### config.mk
export PLATFORM = sky130hd
export DESIGN_NAME = pipeline_hazard_ctrl
export DESIGN_NICKNAME = d
export VERILOG_FILES = /design/src/rtl/pipeline_hazard_ctrl.sv
export SDC_FILE = /design/constraint.sdc
export NUM_CORES = 1
export LEC_CHECK = 0
export ABC_AREA = 1
export BUFFER_PORTS_ARGS = -buffer_cell sky130_fd_sc_hd__buf_2
export CORE_ASPECT_RATIO = 0.6
export CORE_MARGIN = 2
export CORE_UTILIZATION = 53
export CTS_CLUSTER_DIAMETER = 30
export CTS_CLUSTER_SIZE = 20
export DETAILED_ROUTE_END_ITERATION = 10
export GPL_TIMING_DRIVEN = 0
export PLACE_DENSITY_LB_ADDON = 0.3
export SLEW_MARGIN = 20
export SYNTH_ARGS = -nofsm -noshare
export SYNTH_HDL_FRONTEND = slang
export SYNTH_SLANG_ARGS = --single-unit
### constraint.sdc
create_clock -name clk -period 2.8 [get_ports clk]
set_clock_uncertainty 0.1 [all_clocks]
set_input_delay 0.56 -clock clk [delete_from_list [all_inputs] [get_ports clk]]
set_output_delay 0.56 -clock clk [all_outputs]
set_load 0.02 [all_outputs]
### src/rtl/pipeline_hazard_ctrl.sv
// Stall/flush sequencer for the 5-stage pipeline: load-use, branch redirect,
// multi-cycle mul/div occupancy and data-memory wait states.
module pipeline_hazard_ctrl #(
  parameter int CNT_W      = 32,
  parameter int MD_TIMEOUT = 64
) (
  input  logic             clk,
  input  logic             rst_n,
  input  logic [4:0]       rs1_id,
  input  logic [4:0]       rs2_id,
  input  logic             rs1_use_id,
  input  logic             rs2_use_id,
  input  logic             id_ex_mem_read,
  input  logic [4:0]       id_ex_rd,
  input  logic             ex_is_muldiv,
  input  logic             md_done,
  input  logic             branch_taken_ex,
  input  logic             dmem_req,
  input  logic             dmem_ready,
  output logic             pc_write,
  output logic             if_id_write,
  output logic             id_ex_write,
  output logic             ex_mem_write,
  output logic             mem_wb_write,
  output logic             pc_redirect,
  output logic             if_id_flush,
  output logic             id_ex_flush,
  output logic             ex_mem_flush,
  output logic             md_error,
  output logic [CNT_W-1:0] stall_cnt,
  output logic [CNT_W-1:0] flush_cnt
);
  typedef enum logic [1:0] {RUN, MD_BUSY, MEM_WAIT} state_t;
  localparam int TMR_W = $clog2(MD_TIMEOUT) + 1;

  state_t             state_q, state_d;
  logic               ret_md_q, ret_md_d;
  logic [TMR_W-1:0]   md_tmr_q, md_tmr_d;
  logic               md_error_q, md_error_d;
  logic               md_abort_q, md_abort_d;
  logic [CNT_W-1:0]   stall_cnt_q, stall_cnt_d;
  logic [CNT_W-1:0]   flush_cnt_q, flush_cnt_d;

  // {pc, if_id, id_ex, ex_mem, mem_wb} enables and {redirect, if_id, id_ex, ex_mem} flushes
  logic [4:0] en;
  logic [3:0] fl;
  logic       mem_wait, load_use;

  always_comb begin
    mem_wait = dmem_req && !dmem_ready;
    load_use = id_ex_mem_read && (id_ex_rd != 5'd0) &&
               ((rs1_use_id && id_ex_rd == rs1_id) || (rs2_use_id && id_ex_rd == rs2_id));
  end

  always_comb begin
    en          = 5'b11111;
    fl          = 4'b0000;
    state_d     = state_q;
    ret_md_d    = ret_md_q;
    md_tmr_d    = md_tmr_q;
    md_error_d  = md_error_q;
    md_abort_d  = 1'b0;
    unique case (state_q)
      RUN: begin
        if (mem_wait) begin
          en       = 5'b00000;
          state_d  = MEM_WAIT;
          ret_md_d = 1'b0;
        end else if (ex_is_muldiv && !md_done && !md_abort_q) begin
          en       = 5'b00011;
          fl       = 4'b0001;
          state_d  = MD_BUSY;
          md_tmr_d = '0;
        end else if (branch_taken_ex) begin
          fl = 4'b1110;
        end else if (load_use) begin
          en = 5'b00111;
          fl = 4'b0010;
        end
      end
      MD_BUSY: begin
        if (mem_wait) begin
          en       = 5'b00000;
          state_d  = MEM_WAIT;
          ret_md_d = 1'b1;
        end else if (!md_done) begin
          en = 5'b00011;
          fl = 4'b0001;
          if (md_tmr_q == TMR_W'(MD_TIMEOUT - 1)) begin
            // abandon the op; abort suppresses an immediate re-entry next cycle
            md_error_d = 1'b1;
            md_abort_d = 1'b1;
            state_d    = RUN;
          end else begin
            md_tmr_d = md_tmr_q + 1'b1;
          end
        end else begin
          state_d = RUN;
          if (branch_taken_ex) fl = 4'b1110;
        end
      end
      MEM_WAIT: begin
        if (mem_wait) begin
          en = 5'b00000;
        end else begin
          state_d = ret_md_q ? MD_BUSY : RUN;
          if (branch_taken_ex) fl = 4'b1110;
        end
      end
      default: state_d = RUN;
    endcase

    stall_cnt_d = stall_cnt_q;
    flush_cnt_d = flush_cnt_q;
    if (!en[4] && stall_cnt_q != '1) stall_cnt_d = stall_cnt_q + 1'b1;
    if ((|fl[2:0]) && flush_cnt_q != '1) flush_cnt_d = flush_cnt_q + 1'b1;
  end

  always_ff @(posedge clk or negedge rst_n) begin
    if (!rst_n) begin
      state_q     <= RUN;
      ret_md_q    <= 1'b0;
      md_tmr_q    <= '0;
      md_error_q  <= 1'b0;
      md_abort_q  <= 1'b0;
      stall_cnt_q <= '0;
      flush_cnt_q <= '0;
    end else begin
      state_q     <= state_d;
      ret_md_q    <= ret_md_d;
      md_tmr_q    <= md_tmr_d;
      md_error_q  <= md_error_d;
      md_abort_q  <= md_abort_d;
      stall_cnt_q <= stall_cnt_d;
      flush_cnt_q <= flush_cnt_d;
    end
  end

  // Everything forced low while reset is held.
  always_comb begin
    {pc_write, if_id_write, id_ex_write, ex_mem_write, mem_wb_write} = rst_n ? en : 5'b00000;
    {pc_redirect, if_id_flush, id_ex_flush, ex_mem_flush}             = rst_n ? fl : 4'b0000;
  end

  assign md_error  = md_error_q;
  assign stall_cnt = stall_cnt_q;
  assign flush_cnt = flush_cnt_q;
endmodule
Word-level counts from Yosys, hierarchy flattened. Cells that the tools add are included.

Reductions and logical operators: 22. Bitwise gates (word level): 2. Multiplexer cells: 40. Equality and inequality tests: 17. Add/subtract/negate cells: 3.

Operator list (count): 32-bit by 1-bit adder with 32-bit output (second input constant) (2); 32-bit != test (second input constant) (2); 5-bit 2-to-1 mux (8); 7-bit 2-to-1 mux (5); 4-bit 2-to-1 mux (8); 2-bit != test (second input constant) (8); 5-bit one-hot mux with 3 select lines (1); 2-bit 2-to-1 mux (7); 7-bit one-hot mux with 2 select lines (1); 4-bit one-hot mux with 3 select lines (1); 5-bit == test (2); 1-bit logical AND (9); 7-bit by 1-bit adder with 7-bit output (second input constant) (1); 7-bit by 6-bit == test with 1-bit output (second input constant) (1); 1-bit 2-to-1 mux (7); 2-bit one-hot mux with 3 select lines (1); 3-bit AND reduction (2); 6-bit AND reduction (1); 5-bit nonzero test (1); 1-bit logical NOT (4); 4-bit != test (second input constant) (1); 4-bit AND reduction (1); 3-bit != test (second input constant) (1); 3-bit OR reduction (1); other kinds (7) (8).

Output and inout bits: 74. Input port bits: 25. Word-level logic and storage cells: 91. Register bits after elaboration: 76.

Logic depth before layout (Yosys ltp).
Depth after elaboration: 11. Mapped depth: 12. Mapped depth without buffers: 11.

Least setup slack after synthesis. Ideal clock, no wire load.

Path kind: in2out. Start: input port dmem_req. End: output port pc_write. Path buffers: 2. Arrival time: 1959 ps. Cell stages on the path: 7. Setup slack: 181 ps. Required time: 2140 ps. Path through: inv_1 -> nor2_1 -> clkinv_1 -> o21ai_1 -> clkbuf_1 -> a21oi_1 -> buf_4.

Cells in the longest elaborated chain, start to end: 4. Elaborated cells on any way between the ends: 6. Classes of those cells: mux (5); reduce/logical (1).

Ends and longest elaborated chain: from (decl) (line 18) `input logic dmem_req,`; 1-bit logical AND * (line 50) `mem_wait = dmem_req && !dmem_ready;`; 5-bit 2-to-1 mux (on tied branches) (line 103, 65, 82); 5-bit one-hot mux with 3 select lines * (line 63) `unique case (state_q)`; 5-bit 2-to-1 mux * (line 141) `{pc_write, if_id_write, id_ex_write, ex_mem_write, mem_wb_write} = rst_n ? en : 5'b00000;`; to (decl) (line 20) `output logic pc_write,`.

Mark *: on every way between the ends. The rest lies on a longest branch, timed or not.

Worst setup path after layout.
Start: input port dmem_ready. End: output port pc_write.

Cells in the longest elaborated chain, start to end: 5. Elaborated cells on any way between the ends: 7. Classes of those cells: mux (5); reduce/logical (2).

Ends and longest elaborated chain: from (decl) (line 19) `input logic dmem_ready,`; 1-bit logical NOT * (line 50); 1-bit logical AND * (line 50); 5-bit 2-to-1 mux (on tied branches) (line 103, 65, 82); 5-bit one-hot mux with 3 select lines * (line 63); 5-bit 2-to-1 mux * (line 141).

Marks and branches as above.

==> run_results.csv <==
group,metric,value,unit
route,wl,15280,um
worst_setup_path,r2r_end,"flush_cnt[23]",
sta,slew_viol_final,0,
sta,rsz0062_at_grt,"false",
sta,finalHoldViolations,0,
sta,fmax,376.3,MHz
power_and_ir_drop,powerDensity,579.5,nW/um^2
sta,slew_headroom,48.60,%
clock_tree,cts_tree,"built",
logic_synthesis,netlist_instances,788,
floorplanning,fp.dieW,132.3,um
floorplanning,boundaryPins,99,
floorplanning,start_util,53.73,%
clock_tree,root_buffer,"clkbuf_16",
logic_synthesis,synthDistinctLibCells,34,
worst_setup_path,crit_chain,"buf_2, nor2_1, clkinv_2, o21ai_2, clkbuf_4, a21oi_2, buf_4, buf_2",
route,first_iter_violations,565,
route,dr.pass1.iters,5,
grt,grt_usage,29.19,%
sta,tightest_slew,0.7651,ns
worst_setup_path,crit_required,2.14,ns
logic_synthesis,ys_seq_area_share,36.35,%
route,wl_per_cell,14.72,um
worst_setup_path,arrival,2.00,ns
worst_setup_path,r2r_start,"flush_cnt[0]",
floorplanning,die_area,10710,sq um
worst_setup_path,crit_path_frequent_cell,"buf_2",
logic_synthesis,ys_warn_count,0,
layout,final_cell_mix,"309 x nand2_1, 104 x buf_2, 92 x nor2_1, 76 x dfrtp_1, 74 x inv_1",
worst_setup_path,start_kind,"input port",
floorplanning,num_rows,28,
grt,grt_pass1_wl,24520,um
grt,antenna_found_initial,0,
clock_tree,insertion_delay,0.34,ns
logic_synthesis,ys_ff_latch,76,
grt,overflow,0,
worst_setup_path,cpPeakStageDelay,0.31,ns
power_and_ir_drop,pwr-share-comb,27.7,%
power_and_ir_drop,switchingPower,1308,uW
layout,n_antenna_cell,0,
logic_synthesis,synth_area_leaders,"dfrtp_1 36%, nand2_1 22%, nor2_1 6.6%, nand3_1 5.5%, xor2_1 5.4%",
worst_setup_path,cp-end-kind,"output port",
place,dp_cells,1022,
worst_setup_path,cp_slowest_cell,"o21ai_2",
layout,final_common_cell,"nand2_1",
place,port_buffers,98,
logic_synthesis,synth.avg_cell_area,6.640,sq um
sta,setup_tns,0,ns
logic_synthesis,synth_nets,816,
clock_tree,clock_path_buffers,2,
sta,layout_setup_ws,0.1428,ns
layout,nets,926,
layout,drive_above_1_share,16.50,%
route,ant_nets,0,
sta,period_needed,2.657,ns
clock_tree,clkSinkCount,76,
route,via_count,5445,
clock_tree,clk_pin_slew_worst_paths,0.06,ns
route,vias_per_cell,5.246,
worst_setup_path,path_class,"input port to output port",
logic_synthesis,syn_area,5233,sq um
sta,setup_viol_count_final,0,
layout,final_cells,1038,
logic_synthesis,synth_top_area_share,36.35,%
min_path,holdCritPathClass,"input port to async pin",
logic_synthesis,synth_top_cell_by_area,"dfrtp_1",
clock_tree,ctsHtreeMaxLevel,3,
power_and_ir_drop,cell_internal_pwr,2322,uW
layout,area_growth,19.73,%
power_and_ir_drop,pwr-share-clk,35.0,%
place,hpwl,11780,um
floorplanning,core_area,9739,sq um
place,gp_congestion,0.9740,
worst_setup_path,crit_fanout,10,
outcome,status,"finished, final reports clean",
worst_setup_path,r2r_setup_slack,0.38,ns
sta,min_period_over_period,94.90,%
place,post-place-ws,-0.3669,ns
grt,grt_pass1_vias,4735,
grt,grt_start_max_net_pins,45,
floorplanning,die_h,80.97,um
power_and_ir_drop,peakVddDrop,0.0003665,V
power_and_ir_drop,p_seq_share,37.2,%
run,maxCapViolCount,0,
layout,final_util,64.32,%
route,route.detailed.drc,0,
worst_setup_path,ff2ff_path_depth,11,
power_and_ir_drop,switching_share,36.04,%
clock_tree,numCtsBuffers,9,
power_and_ir_drop,p_leak,0.003361,uW
repair_timing:
| action | 4_1_cts | 5_1_grt |
|---|---|---|
| setup buffers | 0 | 0 |
| setup endpoints to repair | 2 | 2 |
| gates resized for setup | 6 | 5 |
| hold buffers | 0 | 0 |
| cloned | 0 | 0 |
Yosys cell counts (all sizes together):
library cell,count
nand2,313
xor2,32
xnor2,19
nor3b,1
nand3,61
a21oi,7
o21ai,10
ha,3
nor3,27
and2,1
nor2,95
clkinv,1
nor4,1
clkbuf,6
nand4,35
o31ai,1
inv,74
buf,18
o211ai,1
o22ai,1
dfrtp,76
nand3b,4
or2,1
registers in the layout, summed over array words and instances (netlist names):
register and flops:
ret_md_q 1, stall_cnt 32, flush_cnt 32, state_q 2, md_error 1, md_tmr_q 7, md_abort_q 1
power groups by stage:
stage	Sequential [uW]	Combinational (uW)	Clock (uW)
4_1_cts	1350	992	1290
6_report	1350	1010	1270
3_3_place_gp	1360	963	0
3_5_place_dp	1370	978	0
5_1_grt	1370	1110	1330
2_1_floorplan	1420	597	0
final cells by class:
cell class	count	area [sq um]
Buffer	24	168.9
Timing Repair Buffer	99	520.5
Multi-Input combinational cell	613	2904
Inverter	75	282.8
Fill cell	936	3475
Tap cell	135	168.9
Clock inverter	6	88.84
Clock buffer	10	229.0
Sequential cell	76	1902
critical path: cells and delay by family:
| family | cells | cell delay [ns] |
|---|---|---|
| buffers and inverters | 5 | 0.84 |
| AOI/OAI and AO/OA | 2 | 0.40 |
| and+or+nand+nor | 1 | 0.19 |
cells by family (layout without fill, tap and decap cells):
logic type	after synthesis	count (layout)	synth area share, %
simple gates	539	539	44.02
buf+inv	99	214	8.345
flops	76	76	36.35
xor+xnor	51	51	8.537
compound gates	20	20	2.032
fa+ha+maj	3	3	0.7174
worst max-delay path by stage:
stage	start	endpoint	slack, ns	cells past startpoint
floorplan	dmem_req	pc_write	0.18	7
global placement	rst_n	pc_write	-0.70	5
detailed placement	dmem_req	pc_write	-0.37	9
CTS	id_ex_rd[0]	pc_write	0.02	11
global route	dmem_req	pc_write	0.01	9
finish	dmem_ready	pc_write	0.14	8
layer usage:
metal	GRT usage [%]	share of wire, %
met1	46.72	52
met2	37.66	37
met3	8.302	9.9
met4	6.129	0.78
met5	0	0
through the flow:
| step | power (uW) | cell area (sq um) | hold WS [ns] |
|---|---|---|---|
| global placement | 2327 | 5892 | 0.3502 |
| global route | 3813 | 6265 | 0.1118 |
| floorplan | 2018 | 5233 | 0.1644 |
| finish | 3630 | 6265 | 0.08508 |
| detailed placement | 2343 | 5922 | 0.3673 |
| CTS | 3633 | 6256 | 0.08998 |
Note: power is estimated with default switching activity, not from simulation.
